$ cat config.mk
export PLATFORM = sky130hd
export DESIGN_NAME = pc_sequencer
export DESIGN_NICKNAME = d
export VERILOG_FILES = /design/src/rtl/pc_seq_pkg.sv /design/src/rtl/pc_sequencer_next_pc_mux.sv /design/src/rtl/pc_sequencer.sv
export SDC_FILE = /design/constraint.sdc
export NUM_CORES = 1
export LEC_CHECK = 0
export ABC_AREA = 1
export BUFFER_PORTS_ARGS = -buffer_cell sky130_fd_sc_hd__buf_2
export CORE_ASPECT_RATIO = 0.5
export CORE_MARGIN = 4
export CORE_UTILIZATION = 45
export DETAILED_ROUTE_END_ITERATION = 7
export PLACE_DENSITY = 0.73
export SLEW_MARGIN = 0
export SYNTH_ARGS = -nofsm -noshare
export SYNTH_HDL_FRONTEND = slang
export SYNTH_HIERARCHICAL = 1
export SYNTH_SLANG_ARGS = --single-unit
$ cat constraint.sdc
create_clock -name clk -period 3.7 [get_ports clk]
set_clock_uncertainty 0.05 [all_clocks]
set_input_delay 0.555 -clock clk [delete_from_list [all_inputs] [get_ports clk]]
set_output_delay 0.555 -clock clk [all_outputs]
set_load 0.05 [all_outputs]
$ cat src/rtl/pc_seq_pkg.sv
// Shared types and constants for the PC sequencer and its next-PC mux.
package pc_seq_pkg;

    typedef enum logic [1:0] {
        BOOT  = 2'd0,
        RUN   = 2'd1,
        STALL = 2'd2,
        HALT  = 2'd3
    } pc_state_t;

    localparam logic [1:0] PC_SRC_SEQ    = 2'b00;
    localparam logic [1:0] PC_SRC_BRANCH = 2'b01;
    localparam logic [1:0] PC_SRC_JUMP   = 2'b10;

    localparam int unsigned PC_INCR = 4;

    // Jump outranks a taken branch; 2'b11 is never produced.
    function automatic logic [1:0] decode_pc_src(input logic branch,
                                                 input logic branch_taken,
                                                 input logic jump);
        logic [1:0] src;
        src = PC_SRC_SEQ;
        if (jump) begin
            src = PC_SRC_JUMP;
        end else if (branch && branch_taken) begin
            src = PC_SRC_BRANCH;
        end
        return src;
    endfunction

endpackage

$ cat src/rtl/pc_sequencer_next_pc_mux.sv
// NextPCMux: picks the sequential, branch or jump target as next_pc.
module pc_sequencer_next_pc_mux
    import pc_seq_pkg::*;
#(
    parameter int unsigned XLEN = 32
) (
    input  logic [XLEN-1:0] pc_plus_4,
    input  logic [XLEN-1:0] branch_target,
    input  logic [XLEN-1:0] jump_target,
    input  logic [1:0]      pc_src,
    output logic [XLEN-1:0] next_pc
);

    // Select the next PC; the unused 2'b11 code falls back to sequential flow.
    always_comb begin
        next_pc = pc_plus_4;
        case (pc_src)
            PC_SRC_BRANCH: next_pc = branch_target;
            PC_SRC_JUMP:   next_pc = jump_target;
            default:       next_pc = pc_plus_4;
        endcase
    end

endmodule

$ cat src/rtl/pc_sequencer.sv
// PC sequencer: owns the architectural PC, sequences stall/halt/resume,
// traps misaligned redirects and counts retired instructions.
//
// state | meaning
// BOOT  | single cycle after reset release, PC held at RESET_VECTOR
// RUN   | normal flow, one instruction may commit per cycle
// STALL | datapath not ready, PC held until stall drops
// HALT  | debug halt or misaligned trap, PC held until resume
module pc_sequencer
    import pc_seq_pkg::*;
#(
    parameter int unsigned     XLEN         = 32,
    parameter logic [XLEN-1:0] RESET_VECTOR = '0
) (
    input  logic            clk,
    input  logic            rst_n,
    input  logic            stall,
    input  logic            branch,
    input  logic            branch_taken,
    input  logic            jump,
    input  logic [XLEN-1:0] branch_target,
    input  logic [XLEN-1:0] jump_target,
    input  logic            halt_req,
    input  logic            resume,
    output logic [XLEN-1:0] pc,
    output logic [XLEN-1:0] pc_plus_4,
    output logic [1:0]      pc_src,
    output logic            instr_valid,
    output logic            halted,
    output logic            misaligned_trap,
    output logic [31:0]     instret
);

    pc_state_t       state_q, state_d;
    logic [XLEN-1:0] pc_q, pc_d;
    logic [31:0]     instret_q, instret_d;
    logic            trap_q, trap_d;
    logic [XLEN-1:0] next_pc;
    logic            active;
    logic            redirect;
    logic            misalign;
    logic            advance;

    assign active    = (state_q == RUN) || (state_q == STALL);
    assign pc_plus_4 = pc_q + XLEN'(PC_INCR);

    // Redirect select is only meaningful while instructions can commit.
    always_comb begin
        pc_src = PC_SRC_SEQ;
        if (active) begin
            pc_src = decode_pc_src(branch, branch_taken, jump);
        end
    end

    pc_sequencer_next_pc_mux #(
        .XLEN(XLEN)
    ) u_next_pc_mux (
        .pc_plus_4    (pc_plus_4),
        .branch_target(branch_target),
        .jump_target  (jump_target),
        .pc_src       (pc_src),
        .next_pc      (next_pc)
    );

    assign redirect = (pc_src != PC_SRC_SEQ);
    assign misalign = redirect && (next_pc[1:0] != 2'b00);
    assign advance  = active && !stall && !halt_req && !misalign;

    // Next-state logic: halt_req beats misalign beats stall beats commit.
    always_comb begin
        state_d   = state_q;
        pc_d      = pc_q;
        instret_d = instret_q;
        trap_d    = trap_q;
        case (state_q)
            BOOT: begin
                state_d = RUN;
            end
            RUN, STALL: begin
                if (halt_req) begin
                    state_d = HALT;
                end else if (misalign) begin
                    state_d = HALT;
                    trap_d  = 1'b1;
                end else if (stall) begin
                    state_d = STALL;
                end else begin
                    state_d = RUN;
                end
            end
            HALT: begin
                if (resume && !halt_req) begin
                    state_d = RUN;
                    trap_d  = 1'b0;
                end
            end
            default: begin
                state_d = BOOT;
            end
        endcase
        if (advance) begin
            pc_d      = next_pc;
            instret_d = instret_q + 32'd1;
        end
    end

    // State, PC, retire counter and trap flag registers.
    always_ff @(posedge clk or negedge rst_n) begin
        if (!rst_n) begin
            state_q   <= BOOT;
            pc_q      <= RESET_VECTOR;
            instret_q <= '0;
            trap_q    <= 1'b0;
        end else begin
            state_q   <= state_d;
            pc_q      <= pc_d;
            instret_q <= instret_d;
            trap_q    <= trap_d;
        end
    end

    assign pc              = pc_q;
    assign instret         = instret_q;
    assign misaligned_trap = trap_q;
    assign halted          = (state_q == HALT);
    assign instr_valid     = advance;

endmodule

# --- Yosys cells after proc, flatten, opt, wreduce, memory -nomap -nowiden ---
# Index checks and enable logic that the tools add are counted.
word_totals:
  ff_bits: 67
  inputBits: 72
  output_inout_bits: 101
  elab_cells: 43
classes:
  n_addsub: 2
  eq_ne: 8
  n_mux: 13
  reduce_logical: 16
op_table:
  columns: ["cell", "count"]
  rows:
  - ["$pmux W32 S2", 1]
  - ["$add A32 B1 Y32 const B", 1]
  - ["$add A32 B3 Y32 const B", 1]
  - ["$mux W2", 6]
  - ["$eq A2 B2 Y1 const B", 3]
  - ["$logic_and A1 B1 Y1", 6]
  - ["$pmux W2 S3", 1]
  - ["$reduce_bool A2 Y1", 3]
  - ["$eq A2 B1 Y1 const B", 2]
  - ["$mux W1", 4]
  - ["$ne A2 B2 Y1 const B", 2]
  - ["$reduce_and A4 Y1", 1]
  - ["$logic_not A1 Y1", 3]
  - ["$logic_not A2 Y1", 1]
  - ["$ne A2 B1 Y1 const B", 1]
  - ["$pmux W1 S2", 1]
  - ["$reduce_or A2 Y1", 1]
  - ["$logic_or A1 B1 Y1", 1]

# --- Logic depth before layout (Yosys ltp) ---
# Gate-level depths: netlist of the first run.
depth:
  ltp_word: 11
  mapped_depth: 18
  mapped_depth_nobuf: 17

# --- Modules after synthesis ---
# The synthesis of the first run kept the hierarchy.
by_module_without_submodules:
  columns: ["module", "instances", "cells_per_inst", "area_each_um2", "seq_area_each_um2"]
  rows:
  - ["pc_sequencer", 1, 548, 3985.1, 1676.6]
  - ["pc_sequencer_next_pc_mux", 1, 210, 878.3, 0.0]

# --- Least setup slack after synthesis of the first run ---
# Ideal clock, no wire load.
synth_path:
  path_kind: "flip-flop to output port"
  from: "register state_q[0]"
  to: "output port instr_valid"
  t_arrival_ns: 3.464
  required_time_ns: 3.095
  path_slack_ns: -0.369
  stages_incl_launch_ff: 16
  path_cell_list: "dfrtp_1 ha_1 inv_2 nor3_1 inv_1 ha_1 buf_2 inv_2 buf_6 nand2_1 nand2_1 inv_1 nand2_1 a21oi_2 buf_4 buf_4"
synth_via:
  elab_chain_len: 9
  word_cells_on_any_way: 14
  classes_between: "eq/ne (4); mux (2); reduce/logical (8)"
synth_rtl:
  columns: ["element", "line", "source"]
  rows:
  - ["start, declared", "pc_sequencer.sv:34", "pc_state_t state_q, state_d;"]
  - ["start signal, assigned", "pc_sequencer.sv:115", "state_q <= state_d;"]
  - ["$eq A2 B1 Y1 / $eq A2 B2 Y1 (equally long branches)", "pc_sequencer.sv:44", "assign active = (state_q == RUN) || (state_q == STALL);"]
  - ["$logic_or A1 B1 Y1 (*)", "pc_sequencer.sv:44", null]
  - ["$mux W2 (*)", "pc_sequencer.sv:50", "if (active) begin"]
  - ["via pc_src[0]", "pc_sequencer.sv:27", "output logic [1:0] pc_src,"]
  - ["$eq A2 B2 Y1 / $eq A2 B1 Y1 (equally long branches)", "pc_sequencer_next_pc_mux.sv:17", "case (pc_src)"]
  - ["$pmux W32 S2 (*)", "pc_sequencer_next_pc_mux.sv:17", null]
  - ["via next_pc[0]", "pc_sequencer.sv:38", "logic [XLEN-1:0] next_pc;"]
  - ["$reduce_bool A2 Y1 (*)", "pc_sequencer.sv:66", "assign misalign = redirect && (next_pc[1:0] != 2'b00);"]
  - ["$logic_and A1 B1 Y1 (*)", "pc_sequencer.sv:66", null]
  - ["$logic_not A1 Y1 (*)", "pc_sequencer.sv:67", "assign advance = active && !stall && !halt_req && !misalign;"]
  - ["$logic_and A1 B1 Y1 (*)", "pc_sequencer.sv:67", null]
  - ["end, declared", "pc_sequencer.sv:28", "output logic instr_valid,"]
# Mark *: on every way through the listed nets, which the timed path passes. The rest lies on a longest branch.

# --- Worst setup path in the final report of the first run ---
layout_path:
  from: "register state_q[0]"
  to: "output port instr_valid"
layout_via:
  elab_chain_len: 9
  word_cells_on_any_way: 14
  classes_between: "eq/ne (4); mux (2); reduce/logical (8)"
layout_rtl:
  columns: ["element", "line"]
  rows:
  - ["$eq A2 B1 Y1 / $eq A2 B2 Y1 (equally long branches)", "pc_sequencer.sv:44"]
  - ["$logic_or A1 B1 Y1 (*)", "pc_sequencer.sv:44"]
  - ["$mux W2 (*)", "pc_sequencer.sv:50"]
  - ["$eq A2 B2 Y1 / $eq A2 B1 Y1 (equally long branches)", "pc_sequencer_next_pc_mux.sv:17"]
  - ["$pmux W32 S2 (*)", "pc_sequencer_next_pc_mux.sv:17"]
  - ["via next_pc[1]", "pc_sequencer.sv:38"]
  - ["$reduce_bool A2 Y1 (*)", "pc_sequencer.sv:66"]
  - ["$logic_and A1 B1 Y1 (*)", "pc_sequencer.sv:66"]
  - ["$logic_not A1 Y1 (*)", "pc_sequencer.sv:67"]
  - ["$logic_and A1 B1 Y1 (*)", "pc_sequencer.sv:67"]
# Marked as above.

==> results.toml, run 1 <==
[setup_path]
slowest_stage = "dfrtp_1"
path_common_cell = "nand2_1"
crit_family = "adder cells"
arrival_ps = 2730
endpoint_kind = "output port"
cpPeakStageDelay_ps = 380
start_kind = "flip-flop"
cp_cell_sequence = "ha_1, inv_2, nor3_2, inv_1, ha_1, inv_2, nand2_1, nand2_1, inv_1, nand2_1, a21oi_4, buf_2"
crit_required_ps = 3090
crit_fanout = 7
crit_type = "flip-flop to output port"
path_buf_inv = 5

[logic_synthesis]
yosysUniqueCellTypes = 28
synth-seq-area-share_pct = 34.5
yosysTopAreaCell = "dfrtp_1"
syn_avg_cell_area_um2 = 6.42
netlist_area_mm2 = 0.00486
synth-seq-cells = 67
synth_top_cell_area_share_pct = 34.5
synthTopCellsByArea = "dfrtp_1, nand2_1, xor2_1"
synth_fp_nets = 835
synth_cells = 758
yosysWarnings = 6

[global_routing]
grt-ovfl-total = 0
grt_pass1_wl_mm = 23.5
grt_antenna_before_repair = 0
grt_max_degree = 51
grt_usage_pct = 22.8
grt_pass1_vias = 4889

[layout]
nets = 1001
seqCellArea_mm2 = 0.00168
synthToLayoutAreaGrowth_pct = 25.2
multi_input_area_mm2 = 0.00281
final_layout_size_suffix_gt1_share_pct = 22.7
fin_area_mm2 = 0.00609
diodes = 0
nFillCells = 1041

[clock_network]
clock_path_buffers = 2
cts_resized = 0
ctsHoldBuffers = 0
cts_sinks = 67
cts.htree.levels = 3
clk_pin_slew_ps = 60
postCtsSetupBuffers = 0
cts_tree = "built"
cts_root_buffer = "clkbuf_16"
clock_latency_ps = 330
cts_buffers = 9

[sta]
period_minus_slack_ps = 3330
grt_setup_unrepaired = "false"
fin_ws_ps = 369
fin_tns_setup_ps = 0
report.final.setup_viol = 0
fin_crit_sh_pct = 90.0
relSlewSlack_pct = 39.5
max_freq_mhz = 300
finalHoldViolCount = 0
worstMarginPinSlew_ps = 907
drv_slew = 0

[detailed_routing]
wl_mm = 14.5
first_iter_violations = 269
wl_per_cell_um = 13.6
num_vias = 5287
via_per_inst = 4.95
drc = 0
ant_nets = 0
dr.pass1.iters = 5

[run_status]
status = "completed"

[worst_hold_path]
hp-class = "primary input to async pin"

[flow_run]
drv_cap = 0

[floorplanning]
core_area_mm2 = 0.0104
io_pins = 173
fp.dieH_um = 81.5
fp-row-count = 26
start_util_pct = 46.9
die_w_um = 155
dieArea_mm2 = 0.0126

[pwr]
power_density_mw_per_mm2 = 683
p_leak_uw = 0.00347
total_power_uw = 4160
ir_drop_mv = 0.458

[placed_design]
port_buffers = 172
placed_area_mm2 = 0.00576
post-place-ws_ps = 723
gp_congestion = 0.877
dp_hpwl_mm = 10.9
## final cells by class
cell class | count | area share (%)
Inverter | 49 | 3.02
Clock buffer | 9 | 3.70
Timing Repair Buffer | 180 | 15.1
Tap cell | 140 | 2.88
Multi-Input combinational cell | 617 | 46.1
Sequential cell | 67 | 27.5
Clock inverter | 7 | 1.64
## worst reg2reg max path: stages, from the launching register on
cell and delay (ps):
dfrtp_1 380, ha_1 350, inv_2 90, nor3_2 220
inv_1 70, ha_1 360, inv_2 60, nand2_1 60
nand2_1 50, inv_1 60, nand2_1 100, a21oi_4 270
buf_4 480, nand2_1 130, xnor2_1 150
## cell usage in the layout, fill, tap and decap left out, drive strengths merged, types with 2 or more instances in the layout
master / instances
a21oi: 3
and3: 2
buf: 180
bufinv: 2
clkbuf: 9
clkinv: 3
dfrtp: 67
ha: 5
inv: 51
nand2: 414
nand3: 26
nand3b: 16
nand4: 16
nor2: 71
nor3: 11
o21ai: 11
xnor2: 7
xor2: 31
## per-layer routing
metal	GRT usage (%)	part of all wire, %	vias to the layer above
li1	-	-	2674
met1	29.0	44	2447
met2	40.9	49	148
met3	4.53	5.8	18
met4	4.93	1.1	0
met5	0	0	-
## logic make-up after synthesis
kind of cell	count (synthesis)	share of synthesized area, %
flops	67	34.5
buf+inv	74	8.05
fa+ha+maj	5	1.29
xor+xnor	38	6.84
simple gates	558	47.4
compound gates	16	1.93
## cells in the mapped netlist
cell      count
nand3_1      24
and2_1        1
a21oi_2       2
xnor2_1       7
and3_1        2
nand3_2       2
o21ai_0      11
buf_4         8
a21oi_1       1
ha_1          5
nand2_1     412
nor2_2        2
inv_2         2
dfrtp_1      67
buf_2         7
xor2_1       31
buf_6        10
nor2_1       66
inv_1        47
a41oi_1       1
nand2_2       2
nor3_4        1
nor2_4        3
nor3b_1       1
nand4_1      16
nand3b_1     16
o21bai_1      1
nor3_1       10
## stage by stage
stage | utilization (%) | hold slack (ps) | std cells
2_1_floorplan | - | 209 | 758
3_3_place_gp | 55.5 | 419 | 1053
3_5_place_dp | 55.5 | 412 | 1053
4_1_cts | 58.7 | 334 | 1069
5_1_grt | 58.7 | 382 | 1069
6_report | 58.7 | 302 | 1069
## where the power goes
part | internal, uW | switching (uW)
Sequential | 870 | 182
Clock | 596 | 347
Combinational | 501 | 1670
## state kept, by name, summed over array words and instances (netlist names)
| name | count |
|---|---|
| instret | 32 |
| pc | 32 |
| misaligned_trap | 1 |
| state_q | 2 |
## final timing paths
check                           slack [ps]  cells past startpoint       startpoint              end
worst min-delay path                   300                      1            rst_n           pc[21]
worst max register to register         700                     14       state_q[0]       instret[6]
worst max-delay path                   370                     12       state_q[0]      instr_valid
worst min register to register         420                      2  misaligned_trap  misaligned_trap
min in group clk                       420                      2  misaligned_trap  misaligned_trap
max in group asynchronous             2500                      2            rst_n       instret[7]
No activity file was read; power rests on OpenSTA's default activity.
==> inputs of run 2 (changes only) <==
--- a/config.mk
+++ b/config.mk
@@ -5,13 +5,12 @@
 export SDC_FILE = /design/constraint.sdc
 export NUM_CORES = 1
 export LEC_CHECK = 0
-export ABC_AREA = 1
 export BUFFER_PORTS_ARGS = -buffer_cell sky130_fd_sc_hd__buf_2
 export CORE_ASPECT_RATIO = 0.5
 export CORE_MARGIN = 4
 export CORE_UTILIZATION = 45
 export DETAILED_ROUTE_END_ITERATION = 7
-export PLACE_DENSITY = 0.73
+export PLACE_DENSITY = 0.76
 export SLEW_MARGIN = 0
 export SYNTH_ARGS = -nofsm -noshare
 export SYNTH_HDL_FRONTEND = slang
==> run 2 against run 1 <==
Net effect:
- combinational power grew 5%
- clock-buffer cell count is the same
- sequential cell count is the same
- sequential power is essentially flat
- largest cell class unchanged
- first-iteration DRC count shrank 11%
- fmax shrank 4.3%
- non-clock buffer count grew 1
==> results.toml, run 2 <==
[sta]
fin_crit_sh_pct = 94.0
max_freq_mhz = 287
period_minus_slack_ps = 3480
fin_tns_setup_ps = 0
report.final.setup_viol = 0
drv_slew = 0
finalHoldViolCount = 0
worstMarginPinSlew_ps = 744
relSlewSlack_pct = 50.2
grt_setup_unrepaired = "false"

[logic_synthesis]
synth_top_cell_area_share_pct = 40.2
syn_avg_cell_area_um2 = 8.46
yosysUniqueCellTypes = 39
synthFlopType = "dfrtp_1"
yosys-top-cells-count = "nand2_1, dfrtp_1, o21ai_1"
netlist_area_mm2 = 0.00417
yosysWarnings = 6
synthTopCellsByArea = "dfrtp_1, nand2_1, xnor2_1"
yosysMostFrequentCell = "nand2_1"
synth-seq-cells = 67
synth_cells = 493
yosysTopAreaCell = "dfrtp_1"
synth_fp_nets = 570
synth-seq-area-share_pct = 40.2
synth_edf_count = 0
async_flop_share_pct = 100

[global_routing]
grt_max_degree = 45
grt_pass1_vias = 3798
grt_usage_pct = 20.7
grt_antenna_before_repair = 0
grt-ovfl-total = 0
grt_pass1_wl_mm = 18.6

[floorplanning]
dieArea_mm2 = 0.0110
fp-row-count = 24
core_area_mm2 = 0.00886
io_pins = 173
start_util_pct = 47.1
fp.dieH_um = 76.1
die_w_um = 144

[setup_path]
arrival_ps = 2870
cp_cell_sequence = "ha_1, and4b_1, inv_1, ha_2, o21ai_1, nor2_1, o21ai_4, inv_4, buf_2"
start_kind = "flip-flop"
cpPeakStageDelay_ps = 420
endpoint_kind = "output port"
slowest_stage = "ha_2"
crit_required_ps = 3090
reg2regPathDepth = 10
crit_fanout = 22
crit_type = "flip-flop to output port"

[clock_network]
clock_path_buffers = 2
clock_latency_ps = 330
cts_buffers = 9
cts.htree.levels = 3
clk_pin_slew_ps = 60
ctsHoldBuffers = 0
cts_root_buffer = "clkbuf_16"
cts_sinks = 67
cts_tree = "built"

[placed_design]
gp_congestion = 0.816
dp_hpwl_mm = 8.60
place_inst = 764
port_buffers = 172

[layout]
final_cell_count_no_fill = 779
layout_common_cells = "buf_2, nand2_1, dfrtp_1"
final_layout_size_suffix_gt1_share_pct = 32.0
nets = 735
synthToLayoutAreaGrowth_pct = 29.4
diodes = 0
layout_commonest_cell = "buf_2"

[run_status]
status = "completed"

[detailed_routing]
wl_mm = 11.6
wl_per_cell_um = 14.9
first_iter_violations = 239
dr.pass1.iters = 4
ant_nets = 0
via_per_inst = 5.31
drc = 0
num_vias = 4135

[pwr]
p_leak_uw = 0.00279
power_density_mw_per_mm2 = 774
ir_drop_mv = 0.304

[flow_run]
drv_cap = 0

[worst_hold_path]
hp-class = "primary input to async pin"
## run 2: through the flow
stage / instance area (um2) / hold slack [ps] / worst slack (ps) / total power, uW / util [%]
final: 5400 / 153 / 221 / 4180 / 61.0
after global routing: 5400 / 186 / 48.0 / 4420 / 61.0
after CTS: 5400 / 156 / 90.6 / 4210 / 60.9
after detailed placement: 5110 / 401 / 466 / 3360 / 57.6
after global placement: 5110 / 413 / 530 / 3330 / 57.6
after floorplan: 4170 / 209 / 4.63 / 2840 / -
## run 2: final timing paths
path / from / endpoint / slack (ps)
worst max-delay path: state_q[0] / instr_valid / 220
worst min-delay path: rst_n / instret[18] / 150
worst max register to register: state_q[0] / instret[25] / 580
worst min register to register: instret[31] / instret[31] / 420
max in group asynchronous: rst_n / pc[2] / 2480
min in group clk: instret[31] / instret[31] / 420
## run 2: final cells by class
cell class / instances / area, um2
Fill cell: 806 / 3460
Multi-Input combinational cell: 385 / 2300
Sequential cell: 67 / 1680
Timing Repair Buffer: 181 / 928
Clock buffer: 9 / 225
Tap cell: 117 / 146
Clock inverter: 6 / 66.3
Inverter: 14 / 55.1
## run 2: per-layer routing
metal  global-route usage (%)  wire length [um]  vias up
met2                     35.1              5710      128
met5                        0                 0        -
met1                     26.6              5030     1941
met4                     5.49               189        0
li1                         -                 -     2046
met3                     5.02               665       20
## run 2: report_power, final
| part | internal [uW] | switching, uW | total (uW) | leakage, uW |
|---|---|---|---|---|
| logic | 570 | 1710 | 2280 | 0.00176 |
| registers | 881 | 186 | 1070 | 0.000887 |
| clock network | 520 | 317 | 837 | 0.000146 |
## run 2: repair_timing
item | 4_1_cts | 5_1_grt
endpoints found under the setup margin | 0 | 1
buffers inserted | 0 | 0
gates resized for setup | 0 | 2
## run 2: worst max-delay path, delay by kind of cell (launching register included)
family / cells / cell delay [ps]
AO/OA/AOI/OAI: 2 / 200
adder cells (fa/ha/maj): 2 / 820
buffers and inverters: 3 / 600
flip-flops: 1 / 390
AND/OR/NAND/NOR: 2 / 520
## run 2: kinds of logic after synthesis
kind of cell / count (synthesis) / synth area share, %
AND/OR/NAND/NOR: 241 / 28.8
AO/OA/AOI/OAI: 80 / 12.3
flip-flops: 67 / 40.2
XOR/XNOR: 59 / 12.4
buffers and inverters: 41 / 4.89
adder cells (fa/ha/maj): 5 / 1.50
==> inputs of run 3 (changes only) <==
==> constraint.sdc (replaced) <==
create_clock -name clk -period 4.35 [get_ports clk]
set_clock_uncertainty 0.05 [all_clocks]
set_input_delay 0 -clock clk [delete_from_list [all_inputs] [get_ports clk]]
set_output_delay 0 -clock clk [all_outputs]
set_load 0.05 [all_outputs]
==> run 3 against run 2 <==
Net effect:
- first-iteration DRC count fell by 13%
- sequential share of layout area is 0.34 points lower
- clock-buffer cell count up 1
- critical path depth unchanged
- cell count rose by 0.77%
- die area unchanged
- combinational power shrank 16%
- non-clock buffer count rose by 5
- critical endpoint unchanged
- utilization increased by 0.68 points
- highest routed layer unchanged
- largest power group unchanged
- final area up 1.1%
- sequential power is 15% lower
==> results.toml, run 3 (same netlist as run 2, synthesis figures left out) <==
[run_status]
status = "completed"

[detailed_routing]
ant_nets = 0
first_iter_violations = 209
wl_per_cell_um = 15.0
drc = 0
via_per_inst = 5.22
wl_mm = 11.7
num_vias = 4097
dr.pass1.iters = 5

[setup_path]
crit_required_ps = 4300
crit_type = "flip-flop to output port"
reg2reg_slack_ps = 720
arrival_ps = 3830
cp_cell_sequence = "ha_1, and4b_1, inv_1, ha_2, o21ai_1, nor2_1, o21ai_4, inv_2, buf_2"
r2r_end = "instret[7]"
crit_family = "adder cells"
reg2reg_from = "state_q[0]"
start_kind = "flip-flop"
cpPeakStageDelay_ps = 690
endpoint_kind = "output port"
path_buf_inv = 3
crit_fanout = 43
reg2regPathDepth = 10
slowest_stage = "ha_2"

[sta]
worstMarginPinSlew_ps = 861
whs_ps = 1.52
relSlewSlack_pct = 42.6
report.final.setup_viol = 0
drv_slew = 0
fin_tns_setup_ps = 0
max_freq_mhz = 258
fin_crit_sh_pct = 89.2
grt_setup_unrepaired = "false"
finalHoldViolCount = 0
period_minus_slack_ps = 3880

[global_routing]
grt-ovfl-total = 0
grt_max_degree = 68
grt_usage_pct = 21.3
grt_pass1_wl_mm = 19.1
grt_pass1_vias = 3951
grt_antenna_before_repair = 0

[pwr]
power_switching_uw = 1880
p_leak_uw = 0.00281
power.share.clock_pct = 20.1
sequentialPowerShare_pct = 25.6
power_frac_comb_pct = 54.2
p_sw_share_pct = 53.0
ir_drop_mv = 0.409
internal_power_uw = 1660
power_density_mw_per_mm2 = 648

[placed_design]
port_buffers = 172
dp_hpwl_mm = 8.46
gp_congestion = 0.813

[clock_network]
clock_latency_ps = 330
cts_tree = "built"
cts_root_buffer = "clkbuf_16"
clk_pin_slew_ps = 60
cts_buffers = 9
cts_sinks = 67
clock_path_buffers = 2
cts.htree.levels = 3

[layout]
synthToLayoutAreaGrowth_pct = 30.9
final_layout_size_suffix_gt1_share_pct = 31.1
nets = 740
layout_common_cells = "buf_2, nand2_1, dfrtp_1"
diodes = 0
layout_commonest_cell = "buf_2"

[floorplanning]
start_util_pct = 47.1
io_pins = 173
dieArea_mm2 = 0.0110
fp.dieH_um = 76.1
die_w_um = 144
core_area_mm2 = 0.00886
fp-row-count = 24

[worst_hold_path]
hp-class = "primary input to flip-flop"
hold_depth = 5
holdPathEnd = "pc[16]"
holdCritStartpoint = "branch_target[16]"

[flow_run]
drv_cap = 0
run 3: cell count changes in the layout (fill, tap and decap cells not counted):
cell           change
buf_4              -4
clkbuf_1           +1
clkinv_4           -1
clkinvlp_4         +1
dlygate4sd3_1      +9
inv_2              +1
inv_4              -1
run 3: timing repair:
item / 4_1_cts / 5_1_grt
hold buffers: 9 / 0
setup buffers: 0 / 0
gates resized for setup: 0 / 0
endpoints found under the hold margin: 75 / 0
run 3: metal layers:
metal / track usage (%) / wire length [um] / vias to the layer above
li1: - / - / 2058
met1: 26.6 / 5050 / 1921
met2: 36.7 / 5930 / 106
met3: 5.27 / 609 / 12
met4: 5.87 / 151 / 0
met5: 0 / 0 / -
run 3: final cells by class:
class	instances	area, um2
fillers	783	3400
multi-input cells	385	2300
flip-flops and latches	67	1680
repair buffers	186	988
clock buffers	10	229
well taps	117	146
clock inverters	6	65.1
inverters	14	52.6
run 3: worst max-delay path by stage:
| stage | start | end | slack [ps] | cells past startpoint |
|---|---|---|---|---|
| 3_5_place_dp | state_q[0] | instret[7] | 740 | 10 |
| 4_1_cts | state_q[0] | instr_valid | 470 | 9 |
| 2_1_floorplan | state_q[0] | pc[21] | 680 | 14 |
| 6_report | state_q[0] | instr_valid | 470 | 9 |
| 5_1_grt | state_q[0] | instr_valid | 160 | 9 |
| 3_3_place_gp | state_q[0] | instret[7] | 840 | 10 |
run 3: stage by stage:
stage / instances / cell area [um2] / power [uW] / worst slack (ps) / utilization, %
detailed placement: 760 / 5080 / 2840 / 740 / 57.3
CTS: 785 / 5460 / 3570 / 471 / 61.6
finish: 785 / 5460 / 3540 / 471 / 61.6
global placement: 760 / 5080 / 2810 / 839 / 57.3
floorplan: 493 / 4170 / 2410 / 683 / -
global route: 785 / 5460 / 3740 / 160 / 61.6
run 3: tightest hold or removal path, cell delays in order:
cell and delay [ps]:
buf_2 80, a22oi_1 50, o21ai_1 120, nand2_1 50, nand2_1 50
run 3: power by group through the flow:
| stage | logic (uW) | registers (uW) | clock network, uW |
|---|---|---|---|
| floorplan | 1120 | 1290 | 0 |
| global placement | 1900 | 912 | 0 |
| detailed placement | 1920 | 918 | 0 |
| CTS | 1930 | 907 | 726 |
| global route | 2050 | 932 | 755 |
| finish | 1920 | 908 | 713 |
